File: src/rtl/fft_pkg.sv
// Shared definitions for the radix-2 DIT FFT datapath: frame geometry,
// complex sample type, FSM state encoding and the index bit-reversal helper.
package fft_pkg;

    localparam int FFT_N     = 8;
    localparam int FFT_LOG2N = 3;
    localparam int FFT_W     = 3;

    typedef struct packed {
        logic signed [FFT_W-1:0] re;
        logic signed [FFT_W-1:0] im;
    } cplx_t;

    // FILL: storage is being written; DRAIN: storage holds a complete frame
    typedef enum logic {
        FILL  = 1'b0,
        DRAIN = 1'b1
    } state_t;

    // Reverse the low log2n bits of idx
    function automatic int unsigned bitrev(input int unsigned idx, input int unsigned log2n);
        int unsigned r;
        r = 0;
        for (int unsigned i = 0; i < log2n; i++) begin
            r = (r << 1) | ((idx >> i) & 1);
        end
        return r;
    endfunction

endpackage

File: src/rtl/reorder_bank.sv
// One frame of complex samples: a single natural-order write port and two
// read ports addressed by butterfly index, returning x[br(2k)] and x[br(2k+1)].
module reorder_bank
    import fft_pkg::*;
#(
    parameter int N     = FFT_N,
    parameter int LOG2N = FFT_LOG2N
) (
    input  logic                    clk,
    input  logic                    rst_n,
    input  logic                    we,
    input  logic [LOG2N-1:0]        waddr,
    input  logic [FFT_W-1:0]        wr_re,
    input  logic [FFT_W-1:0]        wr_im,
    input  logic [LOG2N-2:0]        pair,
    output logic [FFT_W-1:0]        rd0_re,
    output logic [FFT_W-1:0]        rd0_im,
    output logic [FFT_W-1:0]        rd1_re,
    output logic [FFT_W-1:0]        rd1_im
);

    cplx_t            mem [N];
    logic [LOG2N-1:0] ra0;
    logic [LOG2N-1:0] ra1;

    // Read addresses: even and odd natural positions of pair k, bit-reversed
    always_comb begin
        ra0 = LOG2N'(bitrev(32'({pair, 1'b0}), LOG2N));
        ra1 = LOG2N'(bitrev(32'({pair, 1'b1}), LOG2N));
    end

    // Sample store, cleared on reset so idle outputs read as zero
    always_ff @(posedge clk or negedge rst_n) begin
        if (!rst_n) begin
            for (int i = 0; i < N; i++) begin
                mem[i] <= '0;
            end
        end else if (we) begin
            mem[waddr] <= {wr_re, wr_im};
        end
    end

    assign rd0_re = mem[ra0].re;
    assign rd0_im = mem[ra0].im;
    assign rd1_re = mem[ra1].re;
    assign rd1_im = mem[ra1].im;

endmodule

File: src/rtl/dit_input_reorder.sv
// Input reorder stage of the radix-2 DIT FFT. Buffers a natural-order frame
// and presents it as bit-reversed butterfly operand pairs.
// Build option PINGPONG_EN: two banks so one fills while the other drains;
// without it a single bank alternates between FILL and DRAIN.
module dit_input_reorder
    import fft_pkg::*;
#(
    parameter int N     = FFT_N,
    parameter int LOG2N = FFT_LOG2N,
    parameter int W     = FFT_W
) (
    input  logic               clk,
    input  logic               rst_n,
    input  logic               in_valid,
    output logic               in_ready,
    input  logic [W-1:0]       in_re,
    input  logic [W-1:0]       in_im,
    output logic               out_valid,
    input  logic               out_ready,
    output logic [W-1:0]       xr0,
    output logic [W-1:0]       xi0,
    output logic [W-1:0]       xr1,
    output logic [W-1:0]       xi1,
    output logic [LOG2N-2:0]   pair_idx,
    output logic               frame_end
);

    if ((1 << LOG2N) != N || N < 4 || W != FFT_W) begin : g_param_check
        $error("dit_input_reorder: N must equal 2**LOG2N (N >= 4) and W must equal FFT_W");
    end

    logic [1:0]       rst_sync;
    logic             rst_s;
    logic             in_fire;
    logic             out_fire;
    logic [LOG2N-1:0] wr_cnt;
    logic [LOG2N-2:0] rd_cnt;
    logic             wr_last;
    logic             rd_last;

    // Reset asserts immediately, releases on a clock edge
    always_ff @(posedge clk or negedge rst_n) begin
        if (!rst_n) rst_sync <= 2'b00;
        else        rst_sync <= {rst_sync[0], 1'b1};
    end
    assign rst_s = rst_sync[1];

    assign in_fire   = in_valid && in_ready;
    assign out_fire  = out_valid && out_ready;
    assign wr_last   = (wr_cnt == LOG2N'(N - 1));
    assign rd_last   = (rd_cnt == (LOG2N-1)'(N / 2 - 1));
    assign pair_idx  = rd_cnt;
    assign frame_end = out_valid && rd_last;

    // Fill and drain pointers; N is a power of two so both wrap naturally
    always_ff @(posedge clk or negedge rst_s) begin
        if (!rst_s) begin
            wr_cnt <= '0;
            rd_cnt <= '0;
        end else begin
            if (in_fire)  wr_cnt <= wr_cnt + 1'b1;
            if (out_fire) rd_cnt <= rd_cnt + 1'b1;
        end
    end

`ifdef PINGPONG_EN
    state_t     bst    [2];
    state_t     bst_nx [2];
    logic       wr_sel;
    logic       rd_sel;
    logic       rd_free;
    logic [W-1:0] b_r0 [2];
    logic [W-1:0] b_i0 [2];
    logic [W-1:0] b_r1 [2];
    logic [W-1:0] b_i1 [2];

    assign rd_free = out_fire && rd_last;

    // Per-bank state and bank selectors
    always_ff @(posedge clk or negedge rst_s) begin
        if (!rst_s) begin
            bst[0] <= FILL;
            bst[1] <= FILL;
            wr_sel <= 1'b0;
            rd_sel <= 1'b0;
        end else begin
            bst[0] <= bst_nx[0];
            bst[1] <= bst_nx[1];
            if (in_fire && wr_last) wr_sel <= ~wr_sel;
            if (rd_free)            rd_sel <= ~rd_sel;
        end
    end

    // A bank becomes full on its last write and free on its last read
    always_comb begin
        for (int b = 0; b < 2; b++) begin
            bst_nx[b] = bst[b];
            if (rd_free && rd_sel == 1'(b))            bst_nx[b] = FILL;
            if (in_fire && wr_last && wr_sel == 1'(b)) bst_nx[b] = DRAIN;
        end
    end

    // Handshake: a bank freed this cycle can accept a write in the same cycle
    always_comb begin
        out_valid = (bst[rd_sel] == DRAIN);
        in_ready  = (bst[wr_sel] == FILL) || (rd_free && rd_sel == wr_sel);
    end

    for (genvar b = 0; b < 2; b++) begin : g_bank
        reorder_bank #(.N(N), .LOG2N(LOG2N)) u_bank (
            .clk    (clk),
            .rst_n  (rst_s),
            .we     (in_fire && wr_sel == 1'(b)),
            .waddr  (wr_cnt),
            .wr_re  (in_re),
            .wr_im  (in_im),
            .pair   (rd_cnt),
            .rd0_re (b_r0[b]),
            .rd0_im (b_i0[b]),
            .rd1_re (b_r1[b]),
            .rd1_im (b_i1[b])
        );
    end

    assign xr0 = b_r0[rd_sel];
    assign xi0 = b_i0[rd_sel];
    assign xr1 = b_r1[rd_sel];
    assign xi1 = b_i1[rd_sel];
`else
    state_t state;
    state_t state_nx;

    // State register
    always_ff @(posedge clk or negedge rst_s) begin
        if (!rst_s) state <= FILL;
        else        state <= state_nx;
    end

    // Full frame moves to DRAIN; last pair consumed returns to FILL
    always_comb begin
        state_nx = state;
        case (state)
            FILL:    if (in_fire && wr_last)   state_nx = DRAIN;
            DRAIN:   if (out_fire && rd_last)  state_nx = FILL;
            default: state_nx = FILL;
        endcase
    end

    // Handshake outputs decoded from state alone
    always_comb begin
        in_ready  = (state == FILL);
        out_valid = (state == DRAIN);
    end

    reorder_bank #(.N(N), .LOG2N(LOG2N)) u_bank (
        .clk    (clk),
        .rst_n  (rst_s),
        .we     (in_fire),
        .waddr  (wr_cnt),
        .wr_re  (in_re),
        .wr_im  (in_im),
        .pair   (rd_cnt),
        .rd0_re (xr0),
        .rd0_im (xi0),
        .rd1_re (xr1),
        .rd1_im (xi1)
    );
`endif

endmodule

File: config.mk
export PLATFORM = sky130hd
export DESIGN_NAME = dit_input_reorder
export DESIGN_NICKNAME = d
export VERILOG_FILES = /design/src/rtl/fft_pkg.sv /design/src/rtl/reorder_bank.sv /design/src/rtl/dit_input_reorder.sv
export SDC_FILE = /design/constraint.sdc
export NUM_CORES = 1
export LEC_CHECK = 0
export CORE_MARGIN = 1
export CORE_UTILIZATION = 52
export CTS_BUF_LIST = sky130_fd_sc_hd__clkbuf_4 sky130_fd_sc_hd__clkbuf_8
export DETAILED_ROUTE_END_ITERATION = 12
export PLACE_DENSITY = 0.77
export SLEW_MARGIN = 30
export SYNTH_ARGS = -nofsm -noshare
export SYNTH_HDL_FRONTEND = slang
export SYNTH_SLANG_ARGS = --single-unit
File: constraint.sdc
create_clock -name clk -period 1.64 [get_ports clk]
set_input_delay 0.246 -clock clk [delete_from_list [all_inputs] [get_ports clk]]
set_output_delay 0.246 -clock clk [all_outputs]
set_load 0.005 [all_outputs]
== After elaboration in Yosys (flattened, before gate mapping) ==
Cells that the tools add are included.

* Register bits after elaboration: 56
* Output and inout bits: 17

* Add/subtract/negate cells: 2
* Magnitude comparators: 4
* Equality and inequality tests: 2
* Mux-type cells: 12
* Bitwise gates (word level): 6
* Reductions and logical operators: 6

{| class="wikitable"
|+ Operators by type and width
! kind !! number
|-
| 48-bit bitwise mux || 1
|-
| 6-bit binary-select mux with 3-bit select || 2
|-
| 6-bit two-way mux || 5
|-
| 6-bit demux with 3-bit select || 1
|-
| 4-bit >= comparator (second input constant) || 3
|-
| 3-bit NOT with 4-bit output || 3
|-
| 1-bit logical AND || 6
|-
| 4-bit by 1-bit less-than comparator with 1-bit output (second input constant) || 1
|-
| 3-bit by 1-bit adder with 3-bit output (second input constant) || 1
|-
| 3-bit == test (second input constant) || 1
|-
| 3-bit by 1-bit OR with 3-bit output || 1
|-
| 2-bit by 1-bit adder with 2-bit output (second input constant) || 1
|-
| 2-bit == test (second input constant) || 1
|-
| 1-bit two-way mux || 2
|-
| 2-bit by 1-bit OR with 2-bit output || 1
|-
| 1-bit case mux with 2 select lines || 1
|-
| 1-bit NOT || 1
|}

== Logic depth before layout (Yosys ltp) ==
* Depth in word-level cells: 6
* Mapped depth: 4

== Modules after synthesis ==
From an unflattened synthesis, not the netlist that was laid out.

* Cells, all modules: 148
* Area, all modules: 2502.4 um^2

{| class="wikitable"
|+ By module, submodules not included
! module !! times used !! cells an instance !! area an instance (um^2) !! seq. area each (um^2)
|-
| reorder_bank || 1 || 125 || 2155.8 || 1201.2
|-
| dit_input_reorder || 1 || 23 || 346.6 || 200.2
|}

== Worst setup path before layout ==
Ideal clock, no wire load.

* Kind: reg-to-output
* From: register rd_cnt[1] (netlist: pair_idx[1])
* To: output port xi0[1]
* Data arrival time: 1320 ps
* Data required time: 1394 ps
* Slack: 74 ps
* Stages on the path, launching flop included: 3
* Buffers on the path: 1
* Cell sequence: dfrtp_1 > buf_2 > mux4_2

* Word-level cells in the longest chain between the ends: 5

{| class="wikitable"
|+ Ends and longest elaborated chain
! what !! line !! source
|-
| start: declaration || dit_input_reorder.sv:37 || <nowiki>logic [LOG2N-2:0] rd_cnt;</nowiki>
|-
| start signal: assignment || dit_input_reorder.sv:62 || <nowiki>if (out_fire) rd_cnt <= rd_cnt + 1'b1;</nowiki>
|-
| 2-bit by 1-bit OR with 2-bit output || fft_pkg.sv:25 || <nowiki>r = (r << 1) | ((idx >> i) & 1);</nowiki>
|-
| 3-bit NOT with 4-bit output (not written as such) || reorder_bank.sv:44 || <nowiki>assign rd0_im = mem[ra0].im;</nowiki>
|-
| 6-bit binary-select mux with 3-bit select || reorder_bank.sv:44 ||
|-
| 6-bit two-way mux (not written as such) || reorder_bank.sv:44 ||
|-
| 6-bit two-way mux || -- ||
|-
| end: declaration || dit_input_reorder.sv:21 || <nowiki>output logic [W-1:0] xi0,</nowiki>
|}

Every way passes these cells. The select of a mux whose other input is x is not followed.

== Worst setup path in the final report ==
* From: register rd_cnt[1] (netlist: pair_idx[1])
* To: output port xi1[2]

* Word-level cells in the longest chain between the ends: 5

{| class="wikitable"
|+ Ends and longest elaborated chain
! what !! line !! source
|-
| 3-bit by 1-bit OR with 3-bit output || fft_pkg.sv:25 ||
|-
| 3-bit NOT with 4-bit output (not written as such) || reorder_bank.sv:46 || <nowiki>assign rd1_im = mem[ra1].im;</nowiki>
|-
| 6-bit binary-select mux with 3-bit select || reorder_bank.sv:46 ||
|-
| 6-bit two-way mux (not written as such) (2 in a row) || reorder_bank.sv:46 ||
|-
| end: declaration || dit_input_reorder.sv:23 || <nowiki>output logic [W-1:0] xi1,</nowiki>
|}

Every way passes these cells. The select of a mux whose other input is x is not followed.

==> flow_metrics.py <==
metrics = {
    "run_status": {
        "status": "finished, violations left",
        "violations": "DRC, setup timing",
    },
    "synth": {
        "seq_area_frac_synth_pct": 56.68,
        "synth_ff_type": "dfrtp_1",
        "synth_nets": 161,
        "synth_most_common_cell": "dfrtp_1",
        "yosys_register_bits": 56,
        "synth_warnings": 0,
        "synth-edff-count": 0,
        "async_flop_share_pct": 100.0,
        "syn_inst": 148,
        "yosysUniqueCellTypes": 22,
        "syn_area_sq_um": 2472,
        "avgSynthCellArea_sq_um": 16.71,
        "yosys.area.top_type": "dfrtp_1",
        "synthTopCellsByCount": "dfrtp_1, mux2_2, mux4_2, buf_2",
        "ys_top_cells_by_area": "dfrtp_1, mux2_2, mux4_2",
        "synth_top_area_share_pct": 56.68,
    },
    "die": {
        "die-area_sq_um": 5035,
        "num_rows": 24,
        "die_h_um": 70.96,
        "start_util_pct": 55.26,
        "io_pins": 27,
        "die_x_um": 70.96,
        "core_area_sq_um": 4474,
    },
    "power": {
        "p_per_area_nw_per_um2": 1921,
        "p_leak_uw": 0.001379,
        "peakVddDrop_mv": 0.9334,
        "clockPowerShare_pct": 12.9,
        "p_total_uw": 5856,
        "intPower_uw": 4046,
        "combPwrFrac_pct": 45.3,
        "seqPwrFrac_pct": 41.8,
        "switching_share_pct": 30.91,
        "switching_power_uw": 1810,
    },
    "job": {
        "maxCapViolCount": 0,
    },
    "detailed_routing": {
        "first_pass_iters": 10,
        "avgRoutedWirePerCell_um": 19.09,
        "drt_wl_total_um": 4849,
        "ant_nets": 0,
        "drcViolationCount": 2,
        "drtIter0Drc": 95,
        "viasPerCell": 5.614,
        "route.vias.total": 1426,
    },
    "setup_path": {
        "required_ps": 1390,
        "critical_path_arrival_ps": 1600,
        "path_max_fanout": 7,
        "crit_path_start_kind": "register",
        "cp-end-kind": "output pin",
        "crit_type": "reg -> out",
    },
    "cts": {
        "numCtsBuffers": 5,
        "htree_levels": 2,
        "clk_pin_slew_ps": 100,
        "clk_path_buf_depth": 2,
        "clk_latency_ps": 310,
        "cts_hold_buf": 0,
        "tritoncts": "yes",
        "clockRootBuffer": "clkbuf_8",
        "cts_sinks": 56,
    },
    "hold_path": {
        "hp-class": "in -> async",
    },
    "placed_design": {
        "place.gp.congestion": 0.7376,
        "dp_cells": 243,
        "dp_slack_ps": -270.0,
        "hpwlAfterDp_um": 3412,
        "port_buffers": 26,
    },
    "cells_and_area": {
        "drive_gt1_share_pct": 57.92,
        "diodes": 0,
        "area_growth_syn_to_layout_pct": 23.33,
        "finish.utilization_pct": 68.15,
        "nets": 214,
        "fin_cells": 254,
        "register_area_sq_um": 1403,
        "fill_cells": 311,
        "multi_input_area_sq_um": 1060,
    },
    "sta": {
        "period_share_pct": 112.5,
        "hold_viol_final": 0,
        "clock.fmax_mhz": 541.8,
        "rsz0062_at_grt": "yes",
        "setup_tns_ps": -1935,
        "fin_skew_ps": 7.244,
        "setup_violations": 12,
        "fin_crit_ps": 1846,
        "slew_viol_final": 0,
        "setup_ws_ps": -205.6,
    },
    "global_route": {
        "grt_pass1_vias": 1551,
        "grt_max_degree": 55,
        "grt_usage_pct": 22.35,
        "grt.overflow.total": 0,
        "grt_first_pass_wirelength_um": 8197,
        "antenna_found_initial": 0,
    },
}
logic make-up after synthesis:
kind of cell               Yosys count  synth area share, %
DFF                                 56                56.68
AOI/OAI and AO/OA                    2               0.4554
and+or+nand+nor                     15                5.213
adders and majority gates            3                1.518
xor gates and xnor gates             2               0.7086
muxes                               63                34.16
buffers and inverters                6                1.113
other                                1               0.1517
placed cells by master, fill, tap and decap left out, types with 3 or more instances in the layout:
cell             count
buf_2               12
mux2_2              51
dfrtp_1             55
buf_4               20
buf_6                4
clkbuf_8             5
mux4_2              12
clkdlybuf4s50_1     11
nand2_1              3
critical path, cell delays in order, from the launching register on:
cell and delay, ps:
dfrtp_1 390, buf_6 120, buf_12 130, mux4_2 510, buf_2 140
power by group through the flow:
stage,Clock [uW],Sequential [uW],Combinational (uW)
finish,755,2450,2650
global route,842,2540,2880
CTS,785,2450,2770
detailed placement,0,2490,2820
global placement,0,2410,2720
floorplan,0,2360,1610
stage by stage:
stage	cell area, sq um	hold slack, ps
2_1_floorplan	2474	-49.59
3_3_place_gp	2965	259.7
3_5_place_dp	2965	273.3
4_1_cts	3073	77.63
5_1_grt	3049	70.25
6_report	3049	86.71
flip-flops by register name, indices dropped and copies added (netlist names):
signal / count
u_bank.mem: 48
rst_sync: 2
pair_idx: 2
wr_cnt: 3
out_valid: 1
area by class of cell:
cell class                      instances  share of cell area (%)
Sequential cell                        56                   46.00
Multi-Input combinational cell         86                   34.76
Timing Repair Buffer                   51                   13.99
Clock buffer                            5                   2.257
Tap cell                               52                   2.134
Clock inverter                          3                  0.7386
Inverter                                1                  0.1231
what timing repair did:
action / 4_1_cts / 5_1_grt
setup endpoints to repair: 15 / 20
pin swaps: 1 / 0
gates resized for setup: 60 / 2
gates cloned: 1 / 0
buffers inserted: 3 / 0
routing by layer:
metal,global-route usage (%),vias up,share of wire (%)
met4,7.111,0,1.8
met3,5.413,9,3.1
met2,38.03,29,51
met1,28.50,736,44
li1,-,652,-
met5,0,-,0
path summary, 6_finish.rpt:
| path | startpoint | end | slack [ps] | cells after the start |
|---|---|---|---|---|
| setup / recovery | pair_idx[1]$_DFFE_PN0P_ | xi1[2] | -210 | 4 |
| min in group clk | rst_sync[0]$_DFF_PN0_ | rst_sync[1]$_DFF_PN0_ | 360 | 0 |
| hold reg to reg | rst_sync[1]$_DFF_PN0_ | wr_cnt[1]$_DFFE_PN0P_ | 250 | 1 |
| setup reg to reg | out_valid$_DFF_PN0_ | u_bank.mem[9]$_DFFE_PN0P_ | 70 | 4 |
| max in group asynchronous | rst_sync[1]$_DFF_PN0_ | u_bank.mem[9]$_DFFE_PN0P_ | 1150 | 1 |
| hold / removal | rst_n | rst_sync[0]$_DFF_PN0_ | 90 | 1 |
Note: power is estimated with default switching activity, not from simulation.
